==> src/rtl/uart_byte_tx.sv <==
// 8-bit UART transmitter: start bit, LSB-first data, optional parity, one stop bit.
// Define UART_TX_PARITY_EN to insert a parity bit (sense set by PARITY_ODD) before the stop bit.
module uart_byte_tx #(
    parameter int CLOCK_FREQ = 50_000_000,
    parameter int BAUD       = 115200,
    parameter bit PARITY_ODD = 1'b0
) (
    input  logic       clk,
    input  logic       reset,
    input  logic       send_go,
    input  logic [7:0] data,
    output logic       uart_tx,
    output logic       tx_busy,
    output logic       tx_done
);

    localparam int BP    = CLOCK_FREQ / BAUD;
    localparam int CNT_W = (BP > 1) ? $clog2(BP) : 1;
    localparam logic [CNT_W-1:0] CNT_MAX = CNT_W'(BP - 1);

    localparam logic [2:0] S_IDLE   = 3'd0;
    localparam logic [2:0] S_START  = 3'd1;
    localparam logic [2:0] S_DATA   = 3'd2;
    localparam logic [2:0] S_STOP   = 3'd4;
`ifdef UART_TX_PARITY_EN
    localparam logic [2:0] S_PARITY = 3'd3;
`else
    // Parity sense only matters when the parity bit is built in.
    localparam bit unused_parity_odd = PARITY_ODD;
`endif

    logic [2:0]       state_q, state_d;
    logic [CNT_W-1:0] baud_q, baud_d;
    logic [2:0]       bit_q, bit_d;
    logic [7:0]       shift_q, shift_d;
    logic             tx_q, tx_d;
    logic             busy_q, busy_d;
    logic             done_q, done_d;
`ifdef UART_TX_PARITY_EN
    logic             par_q, par_d;
`endif
    logic             baud_wrap;

    assign baud_wrap = (baud_q == CNT_MAX);

    always_comb begin
        state_d = state_q;
        baud_d  = baud_q;
        bit_d   = bit_q;
        shift_d = shift_q;
        tx_d    = tx_q;
        busy_d  = busy_q;
        done_d  = 1'b0;
`ifdef UART_TX_PARITY_EN
        par_d   = par_q;
`endif
        if (state_q != S_IDLE) begin
            baud_d = baud_wrap ? '0 : baud_q + CNT_W'(1);
        end
        case (state_q)
            S_IDLE: begin
                tx_d   = 1'b1;
                busy_d = 1'b0;
                if (send_go) begin
                    state_d = S_START;
                    shift_d = data;
                    baud_d  = '0;
                    bit_d   = 3'd0;
                    tx_d    = 1'b0;
                    busy_d  = 1'b1;
`ifdef UART_TX_PARITY_EN
                    par_d   = (^data) ^ PARITY_ODD;
`endif
                end
            end
            S_START: begin
                if (baud_wrap) begin
                    state_d = S_DATA;
                    tx_d    = shift_q[0];
                    shift_d = {1'b0, shift_q[7:1]};
                end
            end
            S_DATA: begin
                if (baud_wrap) begin
                    if (bit_q == 3'd7) begin
                        bit_d = 3'd0;
`ifdef UART_TX_PARITY_EN
                        state_d = S_PARITY;
                        tx_d    = par_q;
`else
                        state_d = S_STOP;
                        tx_d    = 1'b1;
`endif
                    end else begin
                        bit_d   = bit_q + 3'd1;
                        tx_d    = shift_q[0];
                        shift_d = {1'b0, shift_q[7:1]};
                    end
                end
            end
`ifdef UART_TX_PARITY_EN
            S_PARITY: begin
                if (baud_wrap) begin
                    state_d = S_STOP;
                    tx_d    = 1'b1;
                end
            end
`endif
            S_STOP: begin
                // Returning to IDLE with done set lets a send_go in that cycle start the next frame.
                if (baud_wrap) begin
                    state_d = S_IDLE;
                    tx_d    = 1'b1;
                    busy_d  = 1'b0;
                    done_d  = 1'b1;
                end
            end
            default: begin
                state_d = S_IDLE;
                tx_d    = 1'b1;
                busy_d  = 1'b0;
            end
        endcase
    end

    always_ff @(posedge clk) begin
        if (reset) begin
            state_q <= S_IDLE;
            baud_q  <= '0;
            bit_q   <= 3'd0;
            shift_q <= 8'd0;
            tx_q    <= 1'b1;
            busy_q  <= 1'b0;
            done_q  <= 1'b0;
`ifdef UART_TX_PARITY_EN
            par_q   <= 1'b0;
`endif
        end else begin
            state_q <= state_d;
            baud_q  <= baud_d;
            bit_q   <= bit_d;
            shift_q <= shift_d;
            tx_q    <= tx_d;
            busy_q  <= busy_d;
            done_q  <= done_d;
`ifdef UART_TX_PARITY_EN
            par_q   <= par_d;
`endif
        end
    end

    assign uart_tx = tx_q;
    assign tx_busy = busy_q;
    assign tx_done = done_q;

endmodule
==> config.mk <==
export PLATFORM = sky130hd
export DESIGN_NAME = uart_byte_tx
export DESIGN_NICKNAME = d
export VERILOG_FILES = /design/src/rtl/uart_byte_tx.sv
export SDC_FILE = /design/constraint.sdc
export NUM_CORES = 1
export LEC_CHECK = 0
export BUFFER_PORTS_ARGS = -buffer_cell sky130_fd_sc_hd__buf_2
export CORE_UTILIZATION = 35
export DETAILED_ROUTE_END_ITERATION = 12
export GPL_ROUTABILITY_DRIVEN = 0
export GPL_TIMING_DRIVEN = 1
export SLEW_MARGIN = 20
export SYNTH_ARGS = -nofsm -noshare
export SYNTH_HDL_FRONTEND = slang
export SYNTH_SLANG_ARGS = --single-unit
==> constraint.sdc <==
create_clock -name clk -period 2.1 [get_ports clk]
set_clock_uncertainty 0.05 [all_clocks]
set_input_delay 0.315 -clock clk [delete_from_list [all_inputs] [get_ports clk]]
set_output_delay 0.315 -clock clk [all_outputs]
set_load 0.01 [all_outputs]
**Word-level counts from Yosys, hierarchy flattened**

Index checks and enable logic that the tools add are counted.

- Register bits: 26

- Mux-type cells: 29
- Reductions and logical operators: 11
- Equal/unequal tests: 11
- Add/subtract/negate cells: 2
- Bitwise operators: 2

Operator list:

| kind | count |
|---|---|
| 9-bit 2-to-1 mux | 4 |
| 8-bit 2-to-1 mux | 4 |
| 3-bit 2-to-1 mux | 8 |
| 8-bit case mux with 3 select lines | 1 |
| 2-bit inequality test, second input constant | 6 |
| 3-bit case mux with 4 select lines | 1 |
| 5-bit AND reduction | 2 |
| 9-bit by 1-bit adder with 9-bit output, second input constant | 1 |
| 9-bit == test, second input constant | 1 |
| 1-bit 2-to-1 mux | 8 |
| 3-bit == test, second input constant | 2 |
| 3-bit case mux with 2 select lines | 1 |
| 3-bit AND reduction | 2 |
| 3-bit nonzero test | 2 |
| 1-bit case mux with 4 select lines | 1 |
| 2-bit OR reduction | 2 |
| 3-bit by 1-bit adder with 3-bit output, second input constant | 1 |
| 3-bit by 1-bit == test with 1-bit output, second input constant | 1 |
| 3-bit by 2-bit == test with 1-bit output, second input constant | 1 |
| 3-bit logical NOT | 1 |
| 1-bit case mux with 3 select lines | 1 |
| 1-bit inverter | 2 |
| 2-bit AND reduction | 1 |
| 2-bit nonzero test | 1 |

**Longest topological paths before layout**

- Depth in word-level cells: 5
- Depth in mapped cells: 8
- Depth with buffers taken out: 6

**Worst setup path before layout**

Ideal clock, no wire load.

- Path kind: register to register
- From: register bit_q[0]
- To: register shift_q[6]
- Arrival: 1.729 ns
- Path buffers: 1
- Setup time: 0.088 ns
- Period minus slack after synthesis: 1.867 ns
- Path slack: 0.233 ns
- Cell stages (with the launch flop): 8
- Cells stage by stage: dfxtp_1 ha_1 ha_1 or3b_1 a21oi_4 buf_6 a21oi_1 a311oi_2

- Cells in the longest elaborated chain, start to end: 3

RTL lines:

| item | RTL line | text |
|---|---|---|
| start, declared | 34 | `logic [2:0] bit_q, bit_d;` |
| start signal, assigned | 141 | `bit_q <= bit_d;` |
| 3-bit == test | 85 | `if (bit_q == 3'd7) begin` |
| 2-bit inequality test (no source line) | -- |  |
| 5-bit AND reduction (no source line) | -- |  |
| end signal, assigned | 142 | `shift_q <= shift_d;` |
| end, declared | 35 | `logic [7:0] shift_q, shift_d;` |

No other way between the ends.
A chain may end at the register's enable or synchronous reset.

**Final worst setup path**

- From: register bit_q[0]
- To: register shift_q[0]

Same word-level chain as after synthesis.

==> results.md <==
* Worst Path Buf+Inv at 1
* Hold Vio Cnt, Final at 0
* Post-synth top area cell: dfxtp_1
* Sequential share of the synthesized area at 35.37%
* Clock Path Buffers at 2
* EDFF count, synth at 0
* Yosys warning count at 0
* Worst-path clk slew at 0.09 ns
* Pwr Total at 0.001088 W
* First-pass GRT wire length at 5154 um
* Delay-heaviest family, CP: compound AO/OA/AOI/OAI gates
* Gr usage total at 15.05%
* # fillers at 430
* DRT Wirelength at 3092 um
* Post-synth top flop: dfxtp_1
* CP Class: flip-flop to flip-flop
* Run status: complete, no violations
* Die Wd at 66.84 um
* Most frequent cell on the critical path: ha_1
* Fmax achieved at 507.8 MHz
* Cts bufs inserted at 3
* WL/cell at 13.27 um
* Post-DR vias/cell at 5.442
* H-Tree Depth at 1
* RSZ-0062 raised after global routing: no
* ANT cells at 0
* Root Buffer: clkbuf_8
* Pwr dens at 649.4 nW/um2
* Synth Area per Inst at 8.811 um2
* Critical Path, Cell by Cell: ha_1 > ha_1 > or3b_4 > a21oi_4 > buf_4 > a21oi_1 > a311oi_1
* Nets@finish at 199
* Min Tclk post-route at 1.969 ns
* DRC Markers at 0
* Initial antenna violation count at 0
* Share of cells above drive strength 1 at 21.86%
* Rows at 23
* Vias in the first global route at 1159
* Worst hold-check path type: input pin to flip-flop
* Die area at 4468 um2
* Critical Path Fanout Max at 5
* Seq cells post-synth at 26
* Hold Crit Start: data[7]
* Die height at 66.84 um
* Detail Route Antenna Nets at 0
* Critical R2R Launch: bit_q[0]
* WP data required at 2.24 ns
* Crit path from: bit_q[0]
* IO Pins at 14
* Synth area leaders: dfxtp_1 35%, mux2i_1 6.8%, a21oi_1 5.1%
* Hold buffer count at CTS at 0
* TNS Setup at 0 ns
* Post-Syn Area at 1471 um2
* Final Setup Violations at 0
* Post-layout util at 41.58%
* # port buffers at 13
* Crit end category: flip-flop
* Cell variety after synth at 49
* Clock Latency Late Sink at 0.27 ns
* Initial DRT Pass Iterations at 5
* Leakage at 0.6586 nW
* Largest net degree at the start of global routing at 28
* Area of the core at 4029 um2
* Grt ovf at 0
* Period utilisation layout at 93.77%
* CP max stage cell: or3b_4
* Syn-to-layout area delta at 13.86%
* CP Launch Type: flip-flop
* Max incr delay on CP at 0.42 ns
* Max IR drop VDD at 0.3107 mV
* Yosys top cell area share at 35.37%
* FFs w/ async S/R, synth at 0%
* Cell count after synthesis at 167
* Initial Utilization at 36.52%
* Number of max-cap violations at 0
* Rel. slew slack at 56.93%
* Via Count at 1268
* Iteration-0 DRC Markers at 84
* Slew @ Worst Pin at 0.6452 ns
* Commonest cells in the netlist: 26 x dfxtp_1, 17 x nand2_1, 15 x a21oi_1
* Syn_nets at 182
* Slew Viols, Final at 0
* CTS tree: built
* CTS Sinks at 26
* DP HPWL at 2174 um
* Critical path arrival at 2.11 ns
* Count leader, synth: dfxtp_1
==> placed cells by master (no fill, tap or decap), drive strengths merged, types with 2 or more instances in the layout <==
cell,instances
dfxtp,26
buf,22
nand2,18
a21oi,18
mux2i,10
nor2,8
a311oi,7
a211oi,6
nand3,6
inv,5
o21ai,4
a31oi,4
ha,4
clkbuf,4
nand3b,3
nand4,3
or3,3
and2,2
and3,2
or2,2
mux2,2
nor2b,2
nor3,2
or3b,2
==> metrics by stage <==
stage	instance area (um2)	hold slack (ns)	instances	worst slack (ns)
after floorplan	1471	0.3988	167	0.2332
after detailed placement	1593	0.4262	226	0.06267
final	1675	0.2334	233	0.1309
after CTS	1648	0.2328	230	0.04167
after global routing	1675	0.2378	233	0.03296
after global placement	1593	0.4165	226	0.1650
==> layer usage <==
metal | wire length, um | GRT usage (%) | part of all wire, %
met1 | 1462 | 19.57 | 47
met2 | 1507 | 25.00 | 49
met3 | 87 | 2.568 | 2.8
met4 | 34 | 4.787 | 1.1
met5 | 0 | 0 | 0
==> flip-flops by register name (all words and copies together), names as in the netlist <==
signal / count
baud_q: 9
bit_q: 3
shift_q: 8
state_q: 3
tx_busy: 1
tx_done: 1
uart_tx: 1
==> power breakdown <==
part | leakage (nW) | switching (W) | internal, W
registers | 0.212 | 0.0000218 | 0.000525
logic | 0.418 | 0.000119 | 0.0000969
clock network | 0.0288 | 0.000158 | 0.000168
==> layout make-up <==
type | count | area (um2) | area share (%)
clock buffers | 4 | 55.05 | 3.286
well taps | 50 | 62.56 | 3.734
multi-input cells | 126 | 885.9 | 52.88
repair buffers | 22 | 132.6 | 7.916
inverters | 5 | 18.77 | 1.120
flip-flops and latches | 26 | 520.5 | 31.07
==> cell families after synthesis <==
family / count (synthesis) / share of synthesized area, %
DFF: 26 / 35.37
muxes: 12 / 8.333
AOI/OAI and AO/OA: 46 / 22.11
xor gates and xnor gates: 2 / 1.191
and+or+nand+nor: 61 / 24.32
adders and majority gates: 4 / 3.401
buffers and inverters: 16 / 5.272
==> worst paths after layout <==
kind / to / slack, ns / cells past startpoint
min reg2reg: bit_q[1] / 0.44 / 2
max reg2reg: shift_q[0] / 0.13 / 7
max: shift_q[0] / 0.13 / 7
min: shift_q[7] / 0.23 / 2
==> repair_timing <==
action,4_1_cts,5_1_grt
resized for setup,0,2
setup buffers,0,2
setup endpoints to repair,0,3
Note: power is estimated with default switching activity, not from simulation.
